==> config.mk <==
export PLATFORM = sky130hd
export DESIGN_NAME = s2p_rx_flat
export DESIGN_NICKNAME = d
export VERILOG_FILES = /design/src/rtl/s2p_rx_if.sv /design/src/rtl/s2p_rx.sv /design/src/flat_wrapper.sv
export SDC_FILE = /design/constraint.sdc
export NUM_CORES = 1
export LEC_CHECK = 0
export ABC_AREA = 1
export CORE_UTILIZATION = 55
export DETAILED_ROUTE_END_ITERATION = 8
export GPL_TIMING_DRIVEN = 0
export HOLD_SLACK_MARGIN = 0.05
export PLACE_DENSITY = 0.8
export SLEW_MARGIN = 20
export SYNTH_ARGS = -nofsm -noshare
export SYNTH_HDL_FRONTEND = slang
export SYNTH_SLANG_ARGS = --single-unit
==> constraint.sdc <==
create_clock -name clk -period 2.39 [get_ports clk]
set_input_delay 0.717 -clock clk [delete_from_list [all_inputs] [get_ports clk]]
set_output_delay 0.717 -clock clk [all_outputs]
set_load 0.005 [all_outputs]
==> src/rtl/s2p_rx_if.sv <==
// Bus bundle between a P2S transmitter side (master) and the s2p_rx receiver (slave).
interface s2p_rx_if #(
  parameter int unsigned DATA_BITS       = 64,
  parameter int unsigned DATA_COUNT_BITS = 6
);
  logic                     s_clk;
  logic                     s_clrn;
  logic                     s_sout;
  logic                     s_pen;
  logic [DATA_BITS-1:0]     data_out;
  logic                     data_valid;
  logic                     frame_err;
  logic                     busy;
  logic [DATA_COUNT_BITS:0] bit_cnt;

  modport master (
    output s_clk, s_clrn, s_sout, s_pen,
    input  data_out, data_valid, frame_err, busy, bit_cnt
  );

  modport slave (
    input  s_clk, s_clrn, s_sout, s_pen,
    output data_out, data_valid, frame_err, busy, bit_cnt
  );
endinterface

==> src/rtl/s2p_rx.sv <==
// Serial-to-parallel frame receiver: synchronizes an async P2S link and latches full frames.
// Optional watchdog included when S2P_TIMEOUT_EN is defined.
module s2p_rx #(
  parameter int unsigned DATA_BITS       = 64,
  parameter int unsigned DATA_COUNT_BITS = 6,
  parameter int unsigned TIMEOUT_CYCLES  = 4096
) (
  input  logic     clk,
  input  logic     rst,
  s2p_rx_if.slave  bus
);
  localparam int unsigned CW = DATA_COUNT_BITS + 1;

  typedef enum logic {S_IDLE = 1'b0, S_SHIFT = 1'b1} state_t;

  state_t               r_state, w_state_nxt;
  logic [2:0]           r_sclk_sync, r_sout_sync, r_pen_sync, r_clrn_sync;
  logic [DATA_BITS-1:0] r_shift, r_data_out;
  logic [CW-1:0]        r_bit_cnt;
  logic                 r_data_valid, r_frame_err;

  logic                 w_sclk_rise, w_pen_rise, w_clr, w_timeout;
  logic                 w_load, w_err;
  logic [DATA_BITS-1:0] w_shift_base, w_shift_nxt;
  logic [CW-1:0]        w_cnt_base, w_cnt_nxt;

  // Bits [1:0] synchronize, bit [2] is the edge-detect history flop.
  always_ff @(posedge clk) begin
    if (rst) begin
      r_sclk_sync <= 3'b000;
      r_sout_sync <= 3'b000;
      r_pen_sync  <= 3'b000;
      r_clrn_sync <= 3'b111;
    end else begin
      r_sclk_sync <= {r_sclk_sync[1:0], bus.s_clk};
      r_sout_sync <= {r_sout_sync[1:0], bus.s_sout};
      r_pen_sync  <= {r_pen_sync[1:0],  bus.s_pen};
      r_clrn_sync <= {r_clrn_sync[1:0], bus.s_clrn};
    end
  end

  assign w_sclk_rise = r_sclk_sync[1] & ~r_sclk_sync[2];
  assign w_pen_rise  = r_pen_sync[1]  & ~r_pen_sync[2];
  assign w_clr       = ~r_clrn_sync[1];

  // In IDLE the chain restarts from zero, so a frame never inherits stale bits.
  assign w_shift_base = (r_state == S_SHIFT) ? r_shift   : '0;
  assign w_cnt_base   = (r_state == S_SHIFT) ? r_bit_cnt : '0;
  assign w_shift_nxt  = w_sclk_rise ? {w_shift_base[DATA_BITS-2:0], r_sout_sync[1]} : w_shift_base;
  assign w_cnt_nxt    = (w_sclk_rise && (w_cnt_base < CW'(DATA_BITS + 1)))
                        ? (w_cnt_base + CW'(1)) : w_cnt_base;

`ifdef S2P_TIMEOUT_EN
  localparam int unsigned TW = $clog2(TIMEOUT_CYCLES) + 1;
  logic [TW-1:0] r_to_cnt;

  always_ff @(posedge clk) begin
    if (rst || w_clr || (r_state != S_SHIFT) || w_sclk_rise) begin
      r_to_cnt <= '0;
    end else if (r_to_cnt != TW'(TIMEOUT_CYCLES - 1)) begin
      r_to_cnt <= r_to_cnt + TW'(1);
    end
  end

  assign w_timeout = (r_state == S_SHIFT) && !w_sclk_rise &&
                     (r_to_cnt == TW'(TIMEOUT_CYCLES - 1));
`else
  assign w_timeout = 1'b0;
`endif

  // State register.
  always_ff @(posedge clk) begin
    if (rst) r_state <= S_IDLE;
    else     r_state <= w_state_nxt;
  end

  // Next-state logic; clear dominates everything.
  always_comb begin
    w_state_nxt = r_state;
    if (w_clr) begin
      w_state_nxt = S_IDLE;
    end else begin
      case (r_state)
        S_IDLE:  if (w_sclk_rise) w_state_nxt = S_SHIFT;
        S_SHIFT: if (w_pen_rise || w_timeout) w_state_nxt = S_IDLE;
        default: w_state_nxt = S_IDLE;
      endcase
    end
  end

  // Frame decision: the length check sees the count after any same-cycle shift.
  always_comb begin
    w_load = 1'b0;
    w_err  = 1'b0;
    if (!w_clr && (r_state == S_SHIFT)) begin
      if (w_pen_rise) begin
        if (w_cnt_nxt == CW'(DATA_BITS)) w_load = 1'b1;
        else                             w_err  = 1'b1;
      end else if (w_timeout) begin
        w_err = 1'b1;
      end
    end
  end

  always_ff @(posedge clk) begin
    if (rst) begin
      r_shift      <= '0;
      r_bit_cnt    <= '0;
      r_data_out   <= '0;
      r_data_valid <= 1'b0;
      r_frame_err  <= 1'b0;
    end else begin
      r_data_valid <= w_load;
      r_frame_err  <= w_err;
      if (w_load) r_data_out <= w_shift_nxt;
      if (w_clr) begin
        r_shift   <= '0;
        r_bit_cnt <= '0;
      end else begin
        r_shift   <= w_shift_nxt;
        r_bit_cnt <= w_cnt_nxt;
      end
    end
  end

  assign bus.data_out   = r_data_out;
  assign bus.data_valid = r_data_valid;
  assign bus.frame_err  = r_frame_err;
  assign bus.busy       = (r_state == S_SHIFT);
  assign bus.bit_cnt    = r_bit_cnt;

  logic w_unused_ok;
  assign w_unused_ok = ^{r_sout_sync[2], r_clrn_sync[2], 32'(TIMEOUT_CYCLES)};
endmodule

==> src/flat_wrapper.sv <==
// flat-port wrapper written by rule: the top's interface ports become plain ports
module s2p_rx_flat 
#(
  parameter int unsigned DATA_BITS       = 64,
  parameter int unsigned DATA_COUNT_BITS = 6,
  parameter int unsigned TIMEOUT_CYCLES  = 4096
)
  (clk, rst, bus_s_clk, bus_s_clrn, bus_s_sout, bus_s_pen, bus_data_out, bus_data_valid, bus_frame_err, bus_busy, bus_bit_cnt);
  s2p_rx_if #(.DATA_BITS(DATA_BITS), .DATA_COUNT_BITS(DATA_COUNT_BITS)) bus_i ();
  input  logic clk;
  input  logic rst;
  input wire logic [$bits(bus_i.s_clk)-1:0] bus_s_clk;
  input wire logic [$bits(bus_i.s_clrn)-1:0] bus_s_clrn;
  input wire logic [$bits(bus_i.s_sout)-1:0] bus_s_sout;
  input wire logic [$bits(bus_i.s_pen)-1:0] bus_s_pen;
  output wire logic [$bits(bus_i.data_out)-1:0] bus_data_out;
  output wire logic [$bits(bus_i.data_valid)-1:0] bus_data_valid;
  output wire logic [$bits(bus_i.frame_err)-1:0] bus_frame_err;
  output wire logic [$bits(bus_i.busy)-1:0] bus_busy;
  output wire logic [$bits(bus_i.bit_cnt)-1:0] bus_bit_cnt;
  assign bus_i.s_clk = bus_s_clk;
  assign bus_i.s_clrn = bus_s_clrn;
  assign bus_i.s_sout = bus_s_sout;
  assign bus_i.s_pen = bus_s_pen;
  assign bus_data_out = bus_i.data_out;
  assign bus_data_valid = bus_i.data_valid;
  assign bus_frame_err = bus_i.frame_err;
  assign bus_busy = bus_i.busy;
  assign bus_bit_cnt = bus_i.bit_cnt;
  s2p_rx #(.DATA_BITS(DATA_BITS), .DATA_COUNT_BITS(DATA_COUNT_BITS), .TIMEOUT_CYCLES(TIMEOUT_CYCLES)) u_core (.clk(clk), .rst(rst), .bus(bus_i));
endmodule
* Word level (Yosys, flattened, before mapping) *
Index checks and enable logic that the tools add are counted.

storage, ports and cells
  register bits = 148
  input bits = 6
  output and inout bits = 74
  logic and storage cells = 36

cells by class
  $add $sub $neg = 1
  order comparisons = 1
  equality and inequality tests = 1
  multiplexer cells = 11
  bitwise gates (word level) = 8
  reduce and logical (&&, ||, !) cells = 4

operator list
  operator                                      count
  2-to-1 mux 64 bit                             2
  2-to-1 mux 7 bit                              2
  adder 7 x 1 -> 7 bit (second input constant)  1
  == test 7 bit (second input constant)         1
  < comparator 7 bit (second input constant)    1
  2-to-1 mux 1 bit                              6
  inverter 1 bit                                6
  OR reduction 3 bit                            1
  bitwise AND 1 bit                             2
  logical AND 1 bit                             2
  one-hot mux 1 bit (2 select lines)            1
  OR reduction 2 bit                            1

* Depth between registers and ports, before layout *
Gate-level depths: netlist (run 1).

  word-level depth = 8
  mapped depth = 17
  gate-level depth less buffers = 15

* Worst setup path before layout (run 1) *
OpenSTA, ideal clock, no wires.

  kind = register to register
  start point = register u_core.r_state (netlist: u_core.bus.busy)
  end point = register u_core.r_data_out[10] (netlist: u_core.bus.data_out[10])
  library setup time = 0.115 ns
  arrival time = 1.868 ns
  required time = 2.275 ns
  path slack = 0.407 ns
  cell stages (with the launch flop) = 18
  path buffers = 3
  period minus slack after synthesis = 1.983 ns
  path through = dfxtp_1 -> buf_4 -> nand2_1 -> inv_1 -> ha_1 -> nand2_1 -> nand2_1 -> nand2_1 -> nand3_1 -> nand2_1 -> nor2_1 -> nand2_1 -> nor2_4 -> buf_6 -> buf_4 -> nand3_1 -> nand2_1 -> nor2_1

on the way
  cells in the longest elaborated chain, start to end = 8
  elaborated cells on any way between the ends = 12
  classes of those cells = add/sub: 1; order compare: 1; eq/ne: 1; mux: 7; reduce/logical: 2

ends and longest elaborated chain
  item                      line           text
  start: declaration        s2p_rx.sv:16   state_t r_state, w_state_nxt;
  start signal: assignment  s2p_rx.sv:74   else r_state <= w_state_nxt;
  2-to-1 mux 7 bit          s2p_rx.sv:48   assign w_cnt_base = (r_state == S_SHIFT) ? r_bit_cnt : '0;
  < comparator 7 bit        s2p_rx.sv:50   assign w_cnt_nxt = (w_sclk_rise && (w_cnt_base < CW'(DATA_BITS + 1)))
  logical AND 1 bit         s2p_rx.sv:50
  2-to-1 mux 7 bit          s2p_rx.sv:51   ? (w_cnt_base + CW'(1)) : w_cnt_base;
  == test 7 bit             s2p_rx.sv:97   if (w_cnt_nxt == CW'(DATA_BITS)) w_load = 1'b1;
  2-to-1 mux 1 bit          s2p_rx.sv:97
  2-to-1 mux 1 bit          s2p_rx.sv:96   if (w_pen_rise) begin
  2-to-1 mux 1 bit          s2p_rx.sv:95   if (!w_clr && (r_state == S_SHIFT)) begin
  end signal: assignment    s2p_rx.sv:115  if (w_load) r_data_out <= w_shift_nxt;
  end: declaration          s2p_rx.sv:18   logic [DATA_BITS-1:0] r_shift, r_data_out;

Several ways; a longest one is shown, not always the timed one.
A chain may end at the register's enable or synchronous reset.

* Worst setup path in the final report (run 1) *
  start point = register u_core.r_state (netlist: u_core.bus.busy)
  end point = register u_core.r_data_out[29] (netlist: u_core.bus.data_out[29])

Same word-level chain as after synthesis.

==> results.py, run 1 <==
metrics = {
    "detailed_routing": {
        "drc": 0,
        "via_per_inst": 5.48,
        "wirelength_um": 16100,
        "wl_per_cell_um": 14.8,
        "vias": 5924,
        "first_pass_iters": 5,
        "first_iter_violations": 368,
        "ant_nets": 0,
    },
    "logic_synthesis": {
        "synth.top_cell.area_share_pct": 49.7,
        "synth_top_area_cell": "dfxtp_1",
        "syn_nets": 840,
        "ys_ff_latch": 148,
        "synth.cell_area_sq_um": 5960,
        "ys_warn_count": 0,
        "syn_avg_cell_area_sq_um": 7.16,
        "yosysSeqAreaShare_pct": 49.7,
        "ys_types": 25,
        "synth.area.top_cells": "dfxtp_1 50%, nand2_1 12%, nor2_1 12%",
        "syn_inst": 833,
    },
    "grt": {
        "grt_overflow_total": 0,
        "track_usage_pct": 29.5,
        "grt_pass1_vias": 5546,
        "grt_pass1_wl_um": 26100,
        "antenna_found_initial": 0,
        "grt_max_degree": 17,
    },
    "finish": {
        "layout_commonest_cell": "nand2_1",
        "final_cell_mix": "185 x nand2_1, 183 x nor2_1, 147 x dfxtp_1, 79 x clkdlybuf4s50_1, 75 x nand3_1",
        "stdcell_count": 1082,
        "nets": 940,
        "fin_util_pct": 72.5,
        "area_growth_pct": 26.7,
        "drive_gt1_share_pct": 7.19,
        "n_antenna_cell": 0,
    },
    "place": {
        "dp.cells": 1048,
        "place.port_buffers": 79,
        "pre_cts_ws_ns": -0.154,
        "gp_congestion": 0.855,
        "post-dp-hpwl_um": 10800,
    },
    "worst_setup_path": {
        "cp_slowest_cell": "dfxtp_2",
        "cp-start-kind": "flop",
        "cpMostUsedCell": "nand2_1",
        "crit_path_end_kind": "flop",
        "critical_path.max_fanout": 10,
        "worstPathCellList": "buf_2, nand2_1, nand3_1, nand2_1, nand3_2, nand2_1, nand2_1, nor2_1, nand2_1, nor2_4, buf_8, buf_6, nand3_1, nand2_1, inv_1",
        "worstPathRequired_ns": 2.83,
        "worstSetupPathType": "flop to flop",
        "crit_arrival_ns": 2.72,
        "reg2reg_setup_slack_ns": 0.11,
        "crit_path_max_incr_delay_ns": 0.34,
    },
    "clock_network": {
        "cts_tree": "yes",
        "cts.sinks": 148,
        "numCtsBuffers": 17,
        "cts_buffer_depth": 2,
        "clk_latency_ns": 0.54,
        "cts_root_buffer": "clkbuf_8",
        "path_clk_slew_ns": 0.06,
        "htree_levels": 4,
    },
    "die": {
        "rows": 37,
        "initial_utilization_pct": 57.2,
        "ios": 80,
        "fp.dieW_um": 106,
        "fp.dieH_um": 106,
        "die_area_sq_um": 11300,
        "coreArea_sq_um": 10400,
    },
    "power_and_ir_drop": {
        "cellLeakagePower_nw": 3.22,
        "powerDensity_nw_per_um2": 670,
        "peakVddDrop_uv": 482,
    },
    "job": {
        "maxCapViolCount": 0,
    },
    "timing": {
        "fmax_mhz": 438,
        "worst_slack_ns": 0.109,
        "slew_headroom_pct": 51.5,
        "hold_viol": 0,
        "finClkSkew_ns": 0.00668,
        "fin_crit_sh_pct": 95.4,
        "final_max_slew_viol_count": 0,
        "setup-violations-final": 0,
        "tightest_slew_ns": 0.728,
        "min_period_ns": 2.28,
        "whs_ns": 0.399,
    },
    "worst_hold_path": {
        "hp-class": "flop to flop",
    },
    "status": {
        "status": "completed",
    },
}
through the flow:
stage	total power, mW	setup TNS, ns	cell area, sq um
after floorplan	2.65	0	5960
after global placement	2.71	-4.94	6920
after detailed placement	2.71	-6.10	6920
after CTS	5.08	0	7460
after global routing	5.22	-0.0201	7550
final	5.06	0	7550
worst max-delay path, delay by kind of cell (launching register included):
kind          cells  cell delay (ns)
simple gates     11             1.34
buf+inv           4             0.53
flops             1             0.34
power by group:
group	switching (mW)	internal, mW	leakage (nW)	total [mW]
Combinational	0.141	0.0440	1.78	0.185
Sequential	0.00406	2.48	1.19	2.48
Clock	1.02	1.38	0.251	2.40
routing by layer:
metal | GRT usage, % | share of wire [%]
met4 | 14.0 | 2.8
met5 | 0 | 0
met3 | 6.93 | 8.0
met1 | 36.6 | 42
met2 | 48.5 | 47
sequential cells by signal, summed over array words and instances, names as in the netlist:
| register | flops |
|---|---|
| u_core.bus.busy | 1 |
| u_core.r_pen_sync | 3 |
| u_core.r_shift | 64 |
| u_core.r_sout_sync | 2 |
| u_core.bus.data_valid | 1 |
| u_core.bus.bit_cnt | 7 |
| u_core.bus.data_out | 64 |
| u_core.r_clrn_sync | 2 |
| u_core.r_sclk_sync | 3 |
| u_core.bus.frame_err | 1 |
area by class of cell:
class                   count  area (sq um)
flip-flops and latches    148          2960
fillers                   883          2860
multi-input cells         571          2540
repair buffers             81           821
clock buffers              20           425
plain buffers              65           338
inverters                  49           184
well taps                 136           170
clock inverters            12           110
cells in the mapped netlist:
cell type	number
clkbuf_1	43
buf_1	7
buf_2	4
o21ai_0	4
nor2_4	1
nor2_2	2
ha_1	1
nand2_2	3
o21bai_2	1
nand3_1	75
nor3b_1	1
inv_2	1
buf_6	2
or2_2	2
o21ai_1	2
xnor2_1	1
inv_1	48
a31oi_1	63
nand2_1	186
a21oi_1	44
nor2_1	183
nand3_2	1
buf_4	9
nand4_1	1
dfxtp_1	148
path summary, 6_finish.rpt:
kind / from / endpoint / cells after the start
min reg2reg: u_core.r_sout_sync[0]$_SDFF_PP0_ / u_core.r_sout_sync[1]$_SDFF_PP0_ / 2
max reg2reg: u_core.bus.busy$_SDFF_PP0_ / u_core.bus.data_out[29]$_SDFFE_PP0P_ / 15
min: u_core.r_sout_sync[0]$_SDFF_PP0_ / u_core.r_sout_sync[1]$_SDFF_PP0_ / 2
max: u_core.bus.busy$_SDFF_PP0_ / u_core.bus.data_out[29]$_SDFFE_PP0P_ / 15
repair_timing:
action / CTS / global route
resized for setup: 0 / 29
setup endpoints to repair: 0 / 67
hold buffers: 0 / 0
setup buffers: 0 / 0
cells by family (layout without fill, tap and decap cells):
| logic type | count (synthesis) | in the layout | synth area share (%) |
|---|---|---|---|
| xor gates and xnor gates | 1 | 1 | 0.147 |
| buffers and inverters | 114 | 227 | 8.08 |
| and+or+nand+nor | 455 | 455 | 30.9 |
| DFF | 148 | 148 | 49.7 |
| AOI/OAI and AO/OA | 114 | 114 | 11.0 |
| adders and majority gates | 1 | 1 | 0.210 |
(Power assumes the default switching activity.)
==> inputs of run 2 (changes only) <==
- HOLD_SLACK_MARGIN: 0.05 -> 0.1
- SKIP_CTS_REPAIR_TIMING: default -> 1
==> results of run 2 <==
Same layout as run 1: the final DEF is identical, and so are final timing and power.
